==> config.mk <==
export PLATFORM = sky130hd
export DESIGN_NAME = fdpe_bank_sequencer_flat
export DESIGN_NICKNAME = d
export VERILOG_FILES = /design/src/rtl/fdpe_bank_sequencer_pkg.sv /design/src/rtl/fdpe_bank_sequencer_if.sv /design/src/rtl/fdpe_bank_sequencer_ce_strobe_gen.sv /design/src/rtl/fdpe_bank_sequencer.sv /design/src/flat_wrapper.sv
export SDC_FILE = /design/constraint.sdc
export NUM_CORES = 1
export LEC_CHECK = 0
export CAP_MARGIN = 20
export CORE_AREA = 2 2 106 57
export DETAILED_ROUTE_END_ITERATION = 10
export DIE_AREA = 0 0 108 59
export SLEW_MARGIN = 20
export SYNTH_ARGS = -nofsm -noshare
export SYNTH_HDL_FRONTEND = slang
export SYNTH_SLANG_ARGS = --single-unit
export TNS_END_PERCENT = 100
==> constraint.sdc <==
create_clock -name C -period 1.9 [get_ports C]
set_input_delay 0.38 -clock C [delete_from_list [all_inputs] [get_ports C]]
set_output_delay 0.38 -clock C [all_outputs]
set_load 0.005 [all_outputs]
==> src/rtl/fdpe_bank_sequencer_pkg.sv <==
// Shared types and legal parameter ranges for the FDPE bank reset/clock-enable sequencer.
package fdpe_seq_pkg;

    typedef enum logic [1:0] {
        ST_ASSERT,
        ST_RELEASE,
        ST_RUN
    } seq_state_e;

    localparam int NUM_BANKS_MIN = 1;
    localparam int NUM_BANKS_MAX = 16;
    localparam int HOLD_CYC_MIN  = 1;
    localparam int STAGE_DLY_MIN = 1;

    function automatic int max2(int a, int b);
        return (a > b) ? a : b;
    endfunction

endpackage

==> src/rtl/fdpe_bank_sequencer_if.sv <==
// Control/status bundle between the sequencer and its controller/flop banks.
interface fdpe_bank_sequencer_if #(
    parameter int NUM_BANKS = 4,
    parameter int DIV_W     = 8
);
    logic                 REQ;
    logic [DIV_W-1:0]     DIV;
    logic [NUM_BANKS-1:0] CE_EN;
    logic [NUM_BANKS-1:0] PRE;
    logic [NUM_BANKS-1:0] CE;
    logic                 BUSY;
    logic                 DONE;

    modport master (output REQ, DIV, CE_EN, input PRE, CE, BUSY, DONE);
    modport slave  (input REQ, DIV, CE_EN, output PRE, CE, BUSY, DONE);
endinterface

==> src/rtl/fdpe_bank_sequencer_ce_strobe_gen.sv <==
// Programmable-rate clock-enable strobe; held cleared until the cycle RUN begins.
module ce_strobe_gen #(
    parameter int NUM_BANKS = 4,
    parameter int DIV_W     = 8
) (
    input  logic                 C,
    input  logic                 clear,
    input  logic                 run,
    input  logic [DIV_W-1:0]     div,
    input  logic [NUM_BANKS-1:0] ce_en,
    output logic [NUM_BANKS-1:0] ce
);
    logic [DIV_W-1:0] cnt;

    // ce is the registered strobe already gated by the mask, so a mask change shows one cycle later.
    always_ff @(posedge C) begin
        if (clear || !run) begin
            cnt <= '0;
            ce  <= '0;
        end else begin
            ce  <= (cnt == '0) ? ce_en : '0;
            cnt <= (cnt == div) ? '0 : cnt + 1'b1;
        end
    end
endmodule

==> src/rtl/fdpe_bank_sequencer.sv <==
// Holds all flop-bank presets, releases them one bank at a time, then runs a shared CE strobe.
module fdpe_bank_sequencer
    import fdpe_seq_pkg::*;
#(
    parameter int NUM_BANKS = 4,
    parameter int HOLD_CYC  = 16,
    parameter int STAGE_DLY = 8,
    parameter int DIV_W     = 8
) (
    input  logic                  C,
    input  logic                  R,
    fdpe_bank_sequencer_if.slave  bus
);
    localparam int CNT_W = $clog2(max2(HOLD_CYC, STAGE_DLY) + 1);
    localparam int IDX_W = $clog2(NUM_BANKS + 1);
    localparam logic [CNT_W-1:0] HOLD_LAST  = CNT_W'(HOLD_CYC - 1);
    localparam logic [CNT_W-1:0] STAGE_LAST = CNT_W'(STAGE_DLY - 1);
    localparam logic [IDX_W-1:0] LAST_BANK  = IDX_W'(NUM_BANKS - 1);

    if (NUM_BANKS < NUM_BANKS_MIN || NUM_BANKS > NUM_BANKS_MAX ||
        HOLD_CYC < HOLD_CYC_MIN || STAGE_DLY < STAGE_DLY_MIN) begin : g_bad_params
        $error("fdpe_bank_sequencer: parameter out of range");
    end

    seq_state_e           state, state_nxt;
    logic [CNT_W-1:0]     cnt, cnt_nxt;
    logic [IDX_W-1:0]     idx, idx_nxt;
    logic [NUM_BANKS-1:0] pre, pre_nxt;
    logic [DIV_W-1:0]     div_q;
    logic                 done;
    logic                 restart;

    always_comb begin
        state_nxt = state;
        cnt_nxt   = cnt;
        idx_nxt   = idx;
        pre_nxt   = pre;
        restart   = R || (state == ST_RUN && bus.REQ);
        if (restart) begin
            state_nxt = ST_ASSERT;
            cnt_nxt   = '0;
            idx_nxt   = '0;
            pre_nxt   = '1;
        end else begin
            case (state)
                ST_ASSERT: begin
                    if (cnt == HOLD_LAST) begin
                        state_nxt  = ST_RELEASE;
                        cnt_nxt    = '0;
                        pre_nxt[0] = 1'b0;
                    end else begin
                        cnt_nxt = cnt + 1'b1;
                    end
                end
                ST_RELEASE: begin
                    if (cnt == STAGE_LAST) begin
                        cnt_nxt = '0;
                        // The last bank still gets a full stage before RUN.
                        if (idx == LAST_BANK) begin
                            state_nxt = ST_RUN;
                        end else begin
                            idx_nxt = idx + 1'b1;
                            pre_nxt = pre & ~(NUM_BANKS'(1) << (idx + 1'b1));
                        end
                    end else begin
                        cnt_nxt = cnt + 1'b1;
                    end
                end
                ST_RUN:  ;
                default: state_nxt = ST_ASSERT;
            endcase
        end
    end

    always_ff @(posedge C) begin
        if (R) begin
            state <= ST_ASSERT;
            cnt   <= '0;
            idx   <= '0;
            pre   <= '1;
            done  <= 1'b0;
            div_q <= bus.DIV;
        end else begin
            state <= state_nxt;
            cnt   <= cnt_nxt;
            idx   <= idx_nxt;
            pre   <= pre_nxt;
            done  <= (state != ST_RUN) && (state_nxt == ST_RUN);
            if (restart) div_q <= bus.DIV;
        end
    end

    ce_strobe_gen #(.NUM_BANKS(NUM_BANKS), .DIV_W(DIV_W)) u_strobe (
        .C     (C),
        .clear (R),
        .run   (state_nxt == ST_RUN),
        .div   (div_q),
        .ce_en (bus.CE_EN),
        .ce    (bus.CE)
    );

    assign bus.PRE  = pre;
    assign bus.BUSY = (state != ST_RUN);
    assign bus.DONE = done;
endmodule
==> src/flat_wrapper.sv <==
// flat-port wrapper written by rule: the top's interface ports become plain ports
module fdpe_bank_sequencer_flat import fdpe_seq_pkg::*;
#(
    parameter int NUM_BANKS = 4,
    parameter int HOLD_CYC  = 16,
    parameter int STAGE_DLY = 8,
    parameter int DIV_W     = 8
)
  (C, R, bus_REQ, bus_DIV, bus_CE_EN, bus_PRE, bus_CE, bus_BUSY, bus_DONE);
  fdpe_bank_sequencer_if #(.NUM_BANKS(NUM_BANKS), .DIV_W(DIV_W)) bus_i ();
  input  logic C;
  input  logic R;
  input wire logic [$bits(bus_i.REQ)-1:0] bus_REQ;
  input wire logic [$bits(bus_i.DIV)-1:0] bus_DIV;
  input wire logic [$bits(bus_i.CE_EN)-1:0] bus_CE_EN;
  output wire logic [$bits(bus_i.PRE)-1:0] bus_PRE;
  output wire logic [$bits(bus_i.CE)-1:0] bus_CE;
  output wire logic [$bits(bus_i.BUSY)-1:0] bus_BUSY;
  output wire logic [$bits(bus_i.DONE)-1:0] bus_DONE;
  assign bus_i.REQ = bus_REQ;
  assign bus_i.DIV = bus_DIV;
  assign bus_i.CE_EN = bus_CE_EN;
  assign bus_PRE = bus_i.PRE;
  assign bus_CE = bus_i.CE;
  assign bus_BUSY = bus_i.BUSY;
  assign bus_DONE = bus_i.DONE;
  fdpe_bank_sequencer #(.NUM_BANKS(NUM_BANKS), .HOLD_CYC(HOLD_CYC), .STAGE_DLY(STAGE_DLY), .DIV_W(DIV_W)) u_core (.C(C), .R(R), .bus(bus_i));
endmodule
==> results.md <==
- Tcrit/Tclk final: 90.6%
- Worst R2R Path Depth: 7
- Yosys reg bits: 35
- Leak: ~0.00077 µW
- CP Data Arrival Time: ~1.3 ns
- Sinks on Clock Net: 35
- Cells after synthesis: 152
- TritonCTS buffer count: 5
- Largest cells by area after synthesis: dfxtp_1 34%, edfxtp_1 15%, ha_1 8.7%, xor2_1 7.2%, nor2_2 3.1%
- Relative slew margins: between 70 and 80%
- CTS clock-pin slew for the worst setup and hold paths: around 0.070 ns
- Final min period: 1.72 ns
- WL/cell: 11.3 µm
- CTS H-tree depth: 2
- CORE AREA: ~5300 µm²
- Outcome: finished clean
- Initial Utilization: roughly 30%
- CTS root buf: clkbuf_8
- Final Util: a little under two fifths
- Row cnt: 19
- CTS tree: built
- CP max stage delay: 0.44 ns
- Post-Syn Area per Cell: around 10 µm²
- Critical Path End Type: primary output
- Via/cell ratio: 4.33
- Yosys warns: 0
- Pin count of the biggest net entering global routing: 14
- Crit path capture: bus_BUSY
- Tightest Pin Transition: between 0.4 and 0.5 ns
- WP buf/inv: 2
- Routed WL: ~2900 µm
- Final setup viols: 0
- Final Cell Area: between 2000 and 2500 µm²
- Req. time, crit path: 1.52 ns
- Worst clock skew: around 0.0052 ns
- Worst setup startpoint: u_core.state[1]
- Mapped cell area: ~1600 µm²
- Slowest cell on crit path: clkdlybuf4s50_1
- Final Hold Viols: 0
- GPL Wtd Cong: roughly 0.73
- Max_cap viols: 0
- Fill cells: 528
- Antenna cell count: 0
- Total Routing Usage GR: between 10% and 20%
- Commonest non-fill, non-tap cell in the layout: dfxtp_1
- Reg-to-Reg End: u_core.cnt[1]
- FF-to-FF setup slack: ~0.2 ns
- Die ar.: between 6000 and 7000 µm²
- Nature of the critical path startpoint: register
- Final Max Slew Viols: 0
- Placed cell count: 250
- Hold buffer count at cts: 0
- RSZ-0062 raised after global routing: no
- Distinct cells, synth: 35
- Clock Path Buffers: 2
- Crit Path Class: reg2out
- Top-area cell type share of the netlist area: 34.0%
- Post-CTS setup buffer count: 0
- Syn Nets: around 180
- Post-layout nets: 210
- Layout overhead on the synthesized area: 27.4%
- Drt drc: 0
- Drt first pass iters: 4
- CP max FO: 3
- Max Freq: just under 600 MHz
- Min-Delay Path Class: reg2reg
- Dpl cell area: approximately 1900 µm²
- Vias in the first global route: about 1100
- Cell family with most CP delay: buffers and inverters
- Most frequent cells in the layout: 27 x dfxtp_1, 24 x clkdlybuf4s50_1, 13 x xor2_1
- Critical path depth in cells: 3
- Crit Reg-Reg Startpoint: u_core.cnt[0]
- I/O pins: 25
- Non-Filler Instances: approximately 260
- Max VDD drop: about 0.00031 V
- DR iter-0 viols: 10
- Initial antenna violation count: 0
- Clock latency on the worst-skew pair: approximately 0.28 ns
- Worst path cell trace: nor2b_4, inv_1, clkdlybuf4s50_1
- I/O Buffers: 24
- Share of cells above drive strength 1: 14.7%
- Post-CTS Resized: 0
- Register area share after synthesis: 49.1%
- Die height: 59 µm
- First-pass GRT wire length: 5000 µm
- Hpwl dp: 2150 µm
- Pwr dens: about 690 nW/µm²
- Routed Antenna Nets: 0
- DR vias: ~1100
- Chip Width: 108 µm
- Dominant cell type by area after synthesis: dfxtp_1
- Grt ovf: 0
- Setup TNS: 0 ns
## report_power, final
part	switching (µW)	internal (µW)	total [µW]
Combinational	25.9	40.3	66.2
Sequential	9.41	777	786
Clock	258	284	542
## Yosys cell counts (all sizes together)
| cell | count |
|---|---|
| nor2 | 19 |
| nor4 | 3 |
| edfxtp | 8 |
| inv | 13 |
| nand3 | 4 |
| and4 | 1 |
| and4bb | 1 |
| xor2 | 13 |
| and2 | 5 |
| nand4b | 1 |
| o21ai | 7 |
| clkbuf | 1 |
| dfxtp | 27 |
| nor3 | 3 |
| a211o | 1 |
| nand4 | 2 |
| nand2 | 7 |
| nand3b | 1 |
| a31oi | 5 |
| xnor2 | 3 |
| ha | 11 |
| and3 | 3 |
| nor2b | 3 |
| a211oi | 1 |
| a41oi | 1 |
| buf | 2 |
| a21oi | 6 |
## cell families (layout without fill, tap and decap cells)
group / after synthesis / count (layout) / share of synthesized area [%]
simple gates: 53 / 53 / 19.7
compound gates: 21 / 21 / 9.83
fa+ha+maj: 11 / 11 / 8.65
flops: 35 / 35 / 49.1
buf+inv: 16 / 48 / 3.93
xor+xnor: 16 / 16 / 8.81
## worst min path at each step
stage	start	to	slack [ns]	depth (start not counted)
global route	u_core.cnt[1]	u_core.cnt[1]	0.51	2
floorplan	u_core.cnt[1]	u_core.cnt[1]	0.45	2
finish	u_core.bus.PRE[0]	u_core.bus.PRE[0]	0.49	2
global placement	u_core.bus.PRE[0]	u_core.bus.PRE[0]	0.47	2
CTS	u_core.cnt[1]	u_core.cnt[1]	0.49	2
detailed placement	u_core.bus.PRE[0]	u_core.bus.PRE[0]	0.47	2
## state kept, by name (all words and copies together), names as in the netlist
name,cells
u_core.div_q,8
u_core.u_strobe.cnt,8
u_core.idx,3
u_core.cnt,5
u_core.bus.DONE,1
u_core.u_strobe.ce,4
u_core.bus.PRE,4
u_core.state,2
## through the flow
step                      hold WS (ns)  power [µW]  setup WS (ns)
after CTS                        0.493        1410          0.149
final                            0.489        1390          0.179
after global routing             0.506        1450        0.00479
after floorplan                  0.453         829          0.376
after global placement           0.468         868          0.225
after detailed placement         0.475         870          0.191
## worst min-delay path, cell delays in order, from the launching register on
cell and delay, ns:
dfxtp_1 0.32, o21ai_1 0.07, nand2_1 0.06
## layout make-up
class | count | area (µm²) | area share, %
sequential | 35 | 781 | 38.5
multi-input combinational | 101 | 747 | 36.9
timing repair buffer | 28 | 270 | 13.3
tap | 73 | 91.3 | 4.51
clock buffer | 6 | 82.6 | 4.08
inverter | 13 | 48.8 | 2.41
clock inverter | 1 | 5.00 | 0.247
## routing by layer
metal / up-vias / track usage, % / routed length, µm
li1: 577 / - / -
met3: 5 / 2.64 / 53
met1: 524 / 11.3 / 1300
met5: - / 0 / 0
met2: 8 / 18.6 / 1480
met4: 0 / 4.95 / 52
No activity file was read; power rests on OpenSTA's default activity.
